File: config.mk
export PLATFORM = sky130hd
export DESIGN_NAME = morse_receiver
export DESIGN_NICKNAME = d
export VERILOG_FILES = /design/src/rtl/morse_receiver_pkg.sv /design/src/rtl/morse_sync.sv /design/src/rtl/morse_receiver.sv
export SDC_FILE = /design/constraint.sdc
export NUM_CORES = 1
export LEC_CHECK = 0
export CORE_MARGIN = 2
export CORE_UTILIZATION = 61
export CTS_CLUSTER_DIAMETER = 200
export DETAILED_ROUTE_END_ITERATION = 8
export GPL_TIMING_DRIVEN = 1
export PLACE_DENSITY_LB_ADDON = 0.3
export SLEW_MARGIN = 20
export SYNTH_ARGS = -nofsm -noshare
export SYNTH_HDL_FRONTEND = slang
export SYNTH_SLANG_ARGS = --single-unit
File: constraint.sdc
create_clock -name clock -period 3.1 [get_ports clock]
set_clock_uncertainty 0.1 [all_clocks]
set_input_delay 0.465 -clock clock [delete_from_list [all_inputs] [get_ports clock]]
set_output_delay 0.465 -clock clock [all_outputs]
set_load 0.1 [all_outputs]
File: src/rtl/morse_receiver_pkg.sv
// morse_receiver_pkg: letter patterns, codes and FSM states shared by the Morse receiver
package morse_receiver_pkg;

    localparam int FRAME_BITS = 16;

    typedef enum logic [1:0] {S_IDLE, S_ALIGN, S_SAMPLE, S_DECODE} state_t;

    // Index is the 3-bit letter code (0=I .. 7=P); MSB is the first unit on air.
    localparam logic [7:0][FRAME_BITS-1:0] PATTERNS = {
        16'hBBA0, 16'hEEE0, 16'hE800, 16'hEE00,
        16'hBA80, 16'hEB80, 16'hBBB8, 16'hA000
    };

    // Returns {hit, code}; hit=0 when the frame matches no letter.
    function automatic logic [3:0] decode_frame(input logic [FRAME_BITS-1:0] f);
        decode_frame = 4'b0;
        for (int i = 0; i < 8; i++)
            if (f == PATTERNS[i]) decode_frame = {1'b1, 3'(i)};
    endfunction

endpackage

File: src/rtl/morse_sync.sv
// morse_sync: two-flop synchronizer with rise detector for the asynchronous Morse line
module morse_sync (
    input  logic clock,
    input  logic reset,
    input  logic morse_in,
    output logic sync,
    output logic rise
);

    logic meta, prev;
    logic [1:0] fill;

    // prev is held high until the pipeline holds real samples, so a line
    // that is already high at reset release is never seen as a rise.
    always_ff @(posedge clock or negedge reset) begin
        if (!reset) begin
            meta <= 1'b0;
            sync <= 1'b0;
            prev <= 1'b1;
            fill <= 2'b0;
        end else begin
            meta <= morse_in;
            sync <= meta;
            fill <= {fill[0], 1'b1};
            prev <= fill[1] ? sync : 1'b1;
        end
    end

    assign rise = fill[1] & sync & ~prev;

endmodule

File: src/rtl/morse_receiver.sv
// morse_receiver: mid-unit sampler and 16-unit frame decoder for letters I..P
module morse_receiver
    import morse_receiver_pkg::*;
#(
    parameter int UNIT_CYCLES = 25_000_000
) (
    input  logic       clock,
    input  logic       reset,
    input  logic       morse_in,
    output logic [2:0] letter,
    output logic       valid,
    output logic       error,
    output logic       busy
);

    localparam int CW = $clog2(UNIT_CYCLES);
    localparam logic [CW-1:0] HALF = CW'(UNIT_CYCLES / 2 - 1);
    localparam logic [CW-1:0] FULL = CW'(UNIT_CYCLES - 1);

    state_t state, state_nx;
    logic [CW-1:0] cnt, cnt_nx;
    logic [FRAME_BITS-1:0] frame, frame_nx;
    logic [4:0] bit_cnt, bit_cnt_nx;
    logic [2:0] letter_nx;
    logic valid_nx, error_nx, sync, rise, tick;
    logic [3:0] hit;

    morse_sync u_sync (
        .clock   (clock),
        .reset   (reset),
        .morse_in(morse_in),
        .sync    (sync),
        .rise    (rise)
    );

    assign tick = (cnt == '0);
    assign hit  = decode_frame(frame);
    assign busy = (state != S_IDLE);

    always_comb begin
        state_nx   = state;
        cnt_nx     = cnt;
        frame_nx   = frame;
        bit_cnt_nx = bit_cnt;
        letter_nx  = letter;
        valid_nx   = 1'b0;
        error_nx   = 1'b0;
        case (state)
            S_IDLE: begin
                if (rise) begin
                    cnt_nx   = HALF;
                    state_nx = S_ALIGN;
                end
            end
            S_ALIGN: begin
                if (!tick) cnt_nx = cnt - 1'b1;
                else if (!sync) state_nx = S_IDLE;
                else begin
                    frame_nx   = FRAME_BITS'(1);
                    bit_cnt_nx = 5'd1;
                    cnt_nx     = FULL;
                    state_nx   = S_SAMPLE;
                end
            end
            S_SAMPLE: begin
                if (!tick) cnt_nx = cnt - 1'b1;
                else begin
                    frame_nx   = {frame[FRAME_BITS-2:0], sync};
                    bit_cnt_nx = bit_cnt + 5'd1;
                    cnt_nx     = FULL;
                    state_nx   = (bit_cnt == 5'(FRAME_BITS - 1)) ? S_DECODE : S_SAMPLE;
                end
            end
            S_DECODE: begin
                state_nx  = S_IDLE;
                valid_nx  = hit[3];
                error_nx  = ~hit[3];
                letter_nx = hit[3] ? hit[2:0] : letter;
            end
            default: state_nx = S_IDLE;
        endcase
    end

    always_ff @(posedge clock or negedge reset) begin
        if (!reset) begin
            state   <= S_IDLE;
            cnt     <= '0;
            frame   <= '0;
            bit_cnt <= 5'd0;
            letter  <= 3'd0;
            valid   <= 1'b0;
            error   <= 1'b0;
        end else begin
            state   <= state_nx;
            cnt     <= cnt_nx;
            frame   <= frame_nx;
            bit_cnt <= bit_cnt_nx;
            letter  <= letter_nx;
            valid   <= valid_nx;
            error   <= error_nx;
        end
    end

endmodule

==> results.md, run 1 <==
* Worst R2R Path Depth at 7
* Worst-case clock buffer depth at 2
* Hold Slack at 0.106 ns
* Critical Path Start: cnt[0]$_DFFE_PN0P_
* Synth area leaders: dfrtp_1 (45%), a22o_1 (6.1%), ha_1 (3.2%)
* Gr usage total at 0.263
* Drt first-iter violations at 264
* Via density per instance at about 6.5
* Detailed placer's ending HPWL at about 4700 um
* DR vias at 2678
* Netlist cell types at 53
* Pin count of the biggest net entering global routing at 38
* Setup CP Type: reg -> reg
* Hold-fix buffers at CTS at 0
* DRC Markers at 0
* CTS sink count at 58
* CP max stage delay at 0.60 ns
* Synthesis-stage register bit count at 58
* Synth Area per Inst at 9.65 um^2
* Crit-path slowest cell: or4_4
* RD Place Congestion at 0.925
* Number of setup buffers added after CTS at 0
* Die Height at 75.7 um
* Slew headroom at 0.454
* CP Buf/Inv Count at 1
* Met3 wire len at 329 um
* Post-synth EDFFs at 0
* Worst reg2reg setup slack at 0.15 ns
* RSZ-0062 raised after global routing: false
* Antenna cell count at 0
* Highest clock rate at 338 MHz
* Clk Latency, worst-skew pair at 0.34 ns
* Yosys warning count at 0
* Port Buffer Count at 8
* Post-Syn Nets at 336
* Post-Syn Area at 3140 um^2
* Critical Path RT at 3.27 ns
* Final number of setup-violating endpoints at 0
* CP startpoint kind: register
* Final instance area at 3490 um^2
* Fin worst setup slack at 0.145 ns
* Top_reg_cell synth: dfrtp_1
* Clock Pin Slew Worst Setup and Hold Paths at ~0.07 ns
* Finished Layout Cells at slightly above 400
* Synthesis-to-layout area growth at 11.1%
* Initial core utilization at 0.622
* Fill count at 400
* Outcome: finished, final reports clean
* Final hold vios at 0
* Post-route ant nets at 0
* Avg WL per Cell at 16.4 um
* RR Startpoint: cnt[0]$_DFFE_PN0P_
* Initial antenna violation count at 0
* Pins Over Slew Limit at 0
* Post_cts resized at 0
* R2R Path End: cnt[13]$_DFFE_PN0P_
* Total CTS buffers at 9
* Number of global-route vias before repair at about 2400
* M1 WL at approximately 3100 um
* Synthesized instance count at 325
* Worst EP arrival at approximately 3.1 ns
* Setup crit end kind: register
* Pwr dens at roughly 740 nW/um^2
* Area leader, netlist: dfrtp_1
* Post-DP Area at ~3300 um^2
* Detailed Route WL at 6790 um
* CP Cell Sequence: inv_1, ha_1, or3b_2, or4_4, o31a_1, and4_1, a21oi_1
* Layout cell share with drive strength beyond 1 at 0.117
* Hold Path Class: in -> async
* DIE AREA at roughly 5700 um^2
* Seq/Total Area, Yosys at 0.463
* Final Core Density at 0.691
* Die width at 75.7 um
* Fin crit share at 0.953
* MaxCap Viol Count at 0
* First-pass GRT wire length at 11200 um
* Setup_tns at 0 ns
* Max Fanout on Critical Path at 21
* H-tree Lvls at 3
* CORE AREA at approximately 5000 um^2
* DRT Pass-1 Iters at 5
* Critical path's top delay family: simple AND/OR/NAND/NOR gates
* Tightest Pin Transition at around 0.8 ns
* Final Net Count at 349
* VDD IR max at ~0.00074 V
* Uppermost routed layer: met4
* Leak Pwr at 1.49 nW
* Ys async rst share at 1.00
* DP Cell Count at a little under 400
* Io pins at 9
* Place WS at 0.189 ns
* Yosys top cell area share at 0.455
* Tmin final at 2.95 ns
* FP Rows at 26
* Root buf cell: clkbuf_8
* Design Power at 2.58 mW
* Metal2 WL at 3210 um
* Global route overflow at 0
* CTS tree: built
-- flip-flops by register name (all words and copies together), names as in the netlist, named ones only --
register,count
valid,1
u_sync.prev,1
letter,3
bit_cnt,5
cnt,25
state,1
error,1
u_sync.sync,1
u_sync.meta,1
u_sync.fill,2
frame,16
-- layout make-up --
cell class / instances / area, um^2 / share of cell area
clock buffers: 11 / 151 / 0.0434
inverters: 17 / 63.8 / 0.0183
multi-input cells: 234 / 1540 / 0.443
flip-flops and latches: 58 / 1450 / 0.417
well taps: 70 / 87.6 / 0.0251
repair buffers: 18 / 135 / 0.0388
clock inverters: 5 / 52.6 / 0.0151
-- routing by layer --
metal	GRT usage	vias to the layer above
li1	-	1262
met1	0.367	1313
met2	0.405	89
met3	0.0714	14
met4	0.0760	0
met5	0	-
-- cells in the mapped netlist (3+ instances only) --
cell / n
a22o_1: 22
nand2_1: 15
nor3_1: 14
nand2b_1: 5
a31oi_1: 7
o41ai_1: 4
o21ai_0: 20
nand4b_1: 3
mux2i_1: 3
nor2b_1: 4
or4_1: 9
nor2_1: 21
o31ai_1: 12
ha_1: 8
nand3_1: 9
inv_1: 17
dfrtp_1: 57
nand4_1: 3
and3b_1: 3
or3_1: 7
nor4_1: 7
a21oi_1: 18
clkbuf_1: 11
nand3b_1: 6
-- power breakdown --
group          total [mW]  switching, mW  internal [mW]
sequential          0.923         0.0891          0.834
combinational       0.941          0.658          0.284
clock               0.712          0.302          0.410
total                2.58           1.05           1.53
-- placed cells by master (no fill, tap or decap), types with 3 or more instances in the layout --
cell type / count
nand2b_1: 5
o31ai_1: 12
nand4b_1: 3
nor3_1: 14
buf_4: 16
inv_1: 17
a22o_1: 22
o41ai_1: 4
clkinv_2: 3
a21oi_1: 18
or4_1: 9
nor4_1: 7
nand3_1: 9
nand4_1: 3
and3b_1: 3
a31oi_1: 7
nand2_1: 15
or3_1: 7
ha_1: 8
nand3b_1: 6
nor2b_1: 4
mux2i_1: 3
dfrtp_1: 57
nor2_1: 21
clkbuf_8: 11
o21ai_0: 20
-- cells by family after synthesis --
kind of cell,after synthesis,synth area share
and+or+nand+nor,118,0.216
AOI/OAI and AO/OA,101,0.224
buffers and inverters,33,0.0451
DFF,58,0.463
other,1,0.00120
muxes,4,0.0132
adders and majority gates,8,0.0319
xor gates and xnor gates,2,0.00559
-- how the worst max path moves through the flow --
stage	slack [ns]	end	cells past startpoint
final	0.15	cnt[13]$_DFFE_PN0P_	7
after global routing	0.009	cnt[13]$_DFFE_PN0P_	7
after CTS	0.17	cnt[13]$_DFFE_PN0P_	7
after detailed placement	0.19	cnt[13]$_DFFE_PN0P_	7
after global placement	0.26	cnt[13]$_DFFE_PN0P_	7
after floorplan	0.27	frame[0]$_DFFE_PN0P_	9
Power figures use the tool's default switching activity.
==> run 2: changes to the inputs <==
Settings changed: CORE_ASPECT_RATIO from default to 0.8, CTS_CLUSTER_SIZE from default to 8.
==> run 2 against run 1 <==
Maximum frequency grew 1.1%. Total power shrank 2.0%. Clock power shrank 11%. Worst setup slack gained 0.032 ns. Count of clock-buffer cells in the layout grew 1. Largest power group unchanged. Highest routed layer unchanged.
==> results.md, run 2 (synthesis results as in run 1) <==
* Tmin final at 2.92 ns (-0.0323 ns)
* Post_cts resized at 0 (unchanged)
* Critical Path RT at 3.23 ns (-0.04 ns)
* Initial antenna violation count at 0 (unchanged)
* Highest clock rate at 342 MHz (+1.1%)
* RR Startpoint: cnt[0]$_DFFE_PN0P_
* Avg WL per Cell at 16.7 um (+1.6%)
* Post-route ant nets at 0 (unchanged)
* RD Place Congestion at 0.881 (-4.8%)
* MaxCap Viol Count at 0 (unchanged)
* CP startpoint kind: register
* Place WS at 0.199 ns (+0.0105 ns)
* Clock power share at 0.252 (-0.024)
* Pin count of the biggest net entering global routing at 42 (+11%)
* Tightest Pin Transition at 0.873 ns (+0.0532 ns)
* Final Core Density at 0.694 (+0.00233)
* Die width at 84.2 um (+11%)
* FF/Latch Area at 1450 um^2 (unchanged)
* Clk Latency, worst-skew pair at 0.35 ns (about the same)
* CTS tree: built
* First-pass GRT wire length at 11700 um (+4.6%)
* Max reg flops at 25 (unchanged)
* Slew headroom at 0.418 (-0.0355)
* DRT Pass-1 Iters at 5 (unchanged)
* R2R Path End: frame[0]$_DFFE_PN0P_
* Fill count at 388 (-3.0%)
* H-tree Lvls at 3 (unchanged)
* Largest register by flop count: cnt
* Initial core utilization at 0.630 (+0.00797)
* Flop pwr share at 0.366 (+0.008)
* Die Height at 68.1 um (-10%)
* Detailed placer's ending HPWL at 4720 um (+0.72%)
* Number of global-route vias before repair at 2504 (+4.1%)
* Hold Path Class: in -> async
* Worst R2R Path Depth at 7 (unchanged)
* Worst-case clock buffer depth at 2 (unchanged)
* Setup_tns at 0 ns (unchanged)
* Setup CP Type: reg -> reg
* Commonest non-fill, non-tap cell in the layout: dfrtp_1
* Worst EP arrival at 3.06 ns (-0.06 ns)
* Max Fanout on Critical Path at 10 (-52%)
* P_sw at 1.06 mW (+1.2%)
* Gr usage total at 0.265 (+0.00231)
* Design Power at 2.52 mW (-2.0%)
* Final Net Count at 349 (unchanged)
* Logic pwr share at 0.382 (+0.017)
* Footprint of the multi-input gates at 1540 um^2 (unchanged)
* Setup crit end kind: register
* Via density per instance at 6.52 (+0.53%)
* Clock Pin Slew Worst Setup and Hold Paths at 0.07 ns (about the same)
* Fin crit share at 0.943 (-0.0104)
* Fin worst setup slack at 0.178 ns (+0.0323 ns)
* RSZ-0062 raised after global routing: false
* Root buf cell: clkbuf_8
* Antenna cell count at 0 (unchanged)
* CORE AREA at 4980 um^2 (-1.3%)
* Leak Pwr at 1.47 nW (-0.86%)
* DP Cell Count at 389 (-2.0%)
* Switch share at 0.420 (+0.0132)
* Global route overflow at 0 (unchanged)
* Io pins at 9 (unchanged)
* Int Pwr at 1.46 mW (-4.2%)
* Detailed Route WL at 6770 um (-0.34%)
* Final number of setup-violating endpoints at 0 (unchanged)
* Port Buffer Count at 8 (unchanged)
* Pins Over Slew Limit at 0 (unchanged)
* DR vias at 2640 (-1.4%)
* Number of setup buffers added after CTS at 0 (unchanged)
* Hold-fix buffers at CTS at 0 (unchanged)
* DRC Markers at 0 (unchanged)
* Commonest non-fill, non-tap cells in the layout: dfrtp_1 (57), a22o_1 (22), nor2_1 (21)
* Synthesis-to-layout area growth at 10.1%
* Layout cell share with drive strength beyond 1 at 0.114 (-0.00292)
* CTS sink count at 58 (unchanged)
* FP Rows at 23 (-12%)
* Outcome: finished, final reports clean
* DIE AREA at 5740 um^2 (about the same)
* Finished Layout Cells at 405 (-1.9%)
* VDD IR max at 0.000521 V (-30%)
* Top flop regs: cnt x25, frame x16, bit_cnt x5
* Final hold vios at 0 (unchanged)
* Critical Path Start: cnt[0]$_DFFE_PN0P_
* Total CTS buffers at 9 (unchanged)
* Pwr dens at 731 nW/um^2 (-1.1%)
* Worst reg2reg setup slack at 0.18 ns (+0.03 ns)
* Drt first-iter violations at 180 (-32%)
* Worst Setup EP: frame[0]$_DFFE_PN0P_
==> run 2: cell count changes in the layout (fill, tap and decap cells not counted), sizes merged <==
cell and change:
clkbuf +1, bufinv -1
==> run 2: worst min path at each step <==
stage / start / endpoint / slack [ns]
global placement: u_sync.meta$_DFF_PN0_ / u_sync.sync$_DFF_PN0_ / 0.23
CTS: reset / frame[13]$_DFFE_PN0P_ / 0.15
global route: reset / frame[13]$_DFFE_PN0P_ / 0.21
floorplan: reset / async pin / 0.07
finish: reset / frame[13]$_DFFE_PN0P_ / 0.13
detailed placement: u_sync.fill[0]$_DFF_PN0_ / u_sync.fill[1]$_DFF_PN0_ / 0.25
==> run 2: critical path: stages, from the launching register on <==
cell     delay, ns
dfrtp_1       0.41
inv_1         0.07
ha_1          0.19
or3b_2        0.50
or4_4         0.60
or3_1         0.47
o31a_1        0.28
o22a_1        0.19
==> run 2: layout make-up <==
class	count	share of cell area
clock buffer	12	0.0449
tap	62	0.0225
sequential	58	0.421
timing repair buffer	18	0.0391
inverter	17	0.0185
clock inverter	4	0.00761
multi-input combinational	234	0.447
==> run 2: per-layer routing <==
metal / wire length [um] / vias up / global-route usage
met2: 2950 / 72 / 0.386
met3: 413 / 11 / 0.0784
met5: 0 / - / 0
met4: 94 / 0 / 0.101
li1: - / 1253 / -
met1: 3310 / 1304 / 0.377
==> run 2: stage by stage <==
step | cell area, um^2 | hold WS [ns]
2_1_floorplan | 3140 | 0.0694
3_3_place_gp | 3270 | 0.232
3_5_place_dp | 3270 | 0.245
4_1_cts | 3450 | 0.153
5_1_grt | 3450 | 0.213
6_report | 3450 | 0.130
==> run 2: power by group through the flow <==
stage	registers [mW]	logic (mW)	clock network, mW
2_1_floorplan	0.935	0.674	0
3_3_place_gp	0.930	0.924	0
3_5_place_dp	0.933	0.947	0
4_1_cts	0.921	0.953	0.652
5_1_grt	0.940	1.07	0.679
6_report	0.923	0.965	0.636
==> run 3: changes to the inputs <==
Settings changed: ABC_AREA from default to 1, CORE_UTILIZATION 61 to 62.
==> run 3 against run 2 <==
Sequential share of layout area down 3.3 points. Core utilization about the same. Die area up 7.8%. Count of clock-buffer cells in the layout up 2. Largest power group unchanged.
==> results.md, run 3 <==
* First-pass GRT wire length at 12700 um (+8.4%)
* Post-Syn Nets at 468 (+39%)
* Avg WL per Cell at 13.6 um (-18%)
* Synth area leaders: dfrtp_1 (41%), nand2_1 (12%), nor2_1 (7.6%)
* Post-Syn Area at 3450 um^2 (+10%)
* Outcome: finished, final reports clean
* Final number of setup-violating endpoints at 0 (unchanged)
* Tmin final at 2.65 ns (-0.277 ns)
* RSZ-0062 raised after global routing: false
* Commonest non-fill, non-tap cells in the layout: nand2_1 (107), nor2_1 (70), inv_1 (59)
* Commonest non-fill, non-tap cell in the layout: nand2_1
* Setup crit end kind: register
* Detailed Route WL at 7380 um (+9.0%)
* Port Buffer Count at 8 (unchanged)
* Final Net Count at 482 (+38%)
* Max Fanout on Critical Path at 22 (+12)
* Slew headroom at 0.289 (-0.129)
* Logic pwr share at 0.354 (-0.028)
* Pin count of the biggest net entering global routing at 42 (unchanged)
* P_sw at 1.01 mW (-5.2%)
* Drt first-iter violations at 259 (+44%)
* Synth Area per Inst at 7.55 um^2 (-22%)
* CTS tree: built
* Initial antenna violation count at 0 (unchanged)
* DR vias at 3004 (+14%)
* Pwr dens at 652 nW/um^2 (-11%)
* Number of global-route vias before repair at 2781 (+11%)
* Netlist cell types at 37 (-30%)
* Worst Setup EP: cnt[3]$_DFFE_PN0P_
* Highest clock rate at 378 MHz (+10%)
* Tightest Pin Transition at 1.07 ns (+0.193 ns)
* Switch share at 0.412 (-0.00840)
* Total CTS buffers at 9 (unchanged)
* Die Height at 70.7 um (+3.8%)
* RD Place Congestion at 0.872 (-0.98%)
* Critical Path Start: state[0]$_DFFE_PN0P_
* Top flop regs: cnt x25, frame x16, bit_cnt x5
* Detailed placer's ending HPWL at 5160 um (+9.4%)
* DIE AREA at 6180 um^2 (+7.8%)
* Worst reg2reg setup slack at 0.45 ns (+0.28 ns)
* Yosys top cell area share at 0.413 (-0.0415)
* Global route overflow at 0 (unchanged)
* Flop pwr share at 0.348 (-0.018)
* Number of setup buffers added after CTS at 0 (unchanged)
* Design Power at 2.44 mW (-3.3%)
* Area leader, netlist: dfrtp_1
* Largest register by flop count: cnt
* Fin worst setup slack at 0.455 ns (+0.277 ns)
* Ys async rst share at 1.00 (unchanged)
* Via density per instance at 5.55 (-15%)
* FP Rows at 24 (+4.3%)
* Fin crit share at 0.853 (-0.0894)
* Antenna cell count at 0 (unchanged)
* Clock Pin Slew Worst Setup and Hold Paths at 0.07 ns (about the same)
* Final instance area at 3750 um^2 (+8.5%)
* DP Cell Count at 525 (+35%)
* Finished Layout Cells at 541 (+34%)
* Initial core utilization at 0.639 (+0.00860)
* Worst R2R Path Depth at 7 (unchanged)
* MaxCap Viol Count at 0 (unchanged)
* VDD IR max at 0.000920 V (+77%)
* Worst-case clock buffer depth at 2 (unchanged)
* Post-route ant nets at 0 (unchanged)
* Clk Latency, worst-skew pair at 0.34 ns (about the same)
* DRT Pass-1 Iters at 5 (unchanged)
* RR Startpoint: state[0]$_DFFE_PN0P_
* Post-DP Area at 3540 um^2 (+8.2%)
* CP startpoint kind: register
* CTS sink count at 58 (unchanged)
* Leak Pwr at 1.91 nW (+30%)
* R2R Path End: cnt[3]$_DFFE_PN0P_
* Synthesis-stage register bit count at 58 (unchanged)
* Post-synth EDFFs at 0 (unchanged)
* Synthesis-to-layout area growth at 8.55%
* Most numerous cell in the Yosys netlist: nand2_1
* DRC Markers at 0 (unchanged)
* Max reg flops at 25 (unchanged)
* Clock power share at 0.297 (+0.045)
* Root buf cell: clkbuf_8
* Seq/Total Area, Yosys at 0.421 (-0.0423)
* H-tree Lvls at 3 (unchanged)
* Place WS at 0.508 ns (+0.309 ns)
* Yosys warning count at 0 (unchanged)
* Post_cts resized at 0 (unchanged)
* Pins Over Slew Limit at 0 (unchanged)
* Setup_tns at 0 ns (unchanged)
* CORE AREA at 5410 um^2 (+8.6%)
* Worst EP arrival at 2.80 ns (-0.26 ns)
* Final hold vios at 0 (unchanged)
* Critical Path RT at 3.25 ns (+0.02 ns)
* Synth cell count leaders: nand2_1 (107), nor2_1 (70), inv_1 (59), dfrtp_1 (57), nand3_1 (36)
* Die width at 87.4 um (+3.9%)
* Layout cell share with drive strength beyond 1 at 0.105 (-0.00866)
* Top_reg_cell synth: dfrtp_1
* Gr usage total at 0.265 (-0.000355)
* Setup CP Type: reg -> reg
* Synthesized instance count at 457 (+41%)
* Hold Path Class: in -> async
* Hold Slack at 0.162 ns (+0.0320 ns)
* Int Pwr at 1.44 mW (-1.9%)
* Hold-fix buffers at CTS at 0 (unchanged)
* Final Core Density at 0.693 (about the same)
* Io pins at 9 (unchanged)
run 3: power groups by stage:
| stage | registers (mW) | logic, mW | clock network, mW |
|---|---|---|---|
| 3_3_place_gp | 0.859 | 0.838 | 0 |
| 3_5_place_dp | 0.862 | 0.860 | 0 |
| 2_1_floorplan | 0.875 | 0.708 | 0 |
| 4_1_cts | 0.849 | 0.868 | 0.734 |
| 5_1_grt | 0.856 | 0.947 | 0.772 |
| 6_report | 0.850 | 0.866 | 0.726 |
run 3: worst max-delay path, stage by stage (launching register included):
cell     delay, ns
dfrtp_1       0.42
inv_1         0.11
ha_1          0.22
o21ai_1       0.14
nand2_1       0.16
a21oi_2       0.80
nand2_1       0.42
nand3_1       0.19
run 3: kinds of logic after synthesis:
group                      count (synthesis)  synth area share
other                                      1           0.00109
xor gates and xnor gates                  10            0.0254
AOI/OAI and AO/OA                         57            0.0935
DFF                                       58             0.421
and+or+nand+nor                          253             0.340
buffers and inverters                     70            0.0899
adders and majority gates                  8            0.0290
run 3: cell type report:
| cell class | count | area, um^2 |
|---|---|---|
| Multi-Input combinational cell | 329 | 1690 |
| Fill cell | 444 | 1660 |
| Sequential cell | 58 | 1450 |
| Inverter | 62 | 234 |
| Clock buffer | 14 | 173 |
| Timing Repair Buffer | 11 | 82.6 |
| Tap cell | 65 | 81.3 |
| Clock inverter | 2 | 35.0 |
run 3: layer usage:
layer	up-vias	track usage	wire length, um
met1	1381	0.377	3570
met5	-	0	0
met4	0	0.111	137
met2	109	0.391	3230
met3	16	0.0595	442
li1	1498	-	-
run 3: worst min-delay path by stage:
stage,startpoint,to
global placement,u_sync.fill[0]$_DFF_PN0_,u_sync.fill[1]$_DFF_PN0_
CTS,reset,frame[8]$_DFFE_PN0P_
global route,reset,frame[8]$_DFFE_PN0P_
floorplan,reset,async pin
detailed placement,u_sync.meta$_DFF_PN0_,u_sync.sync$_DFF_PN0_
finish,reset,frame[8]$_DFFE_PN0P_
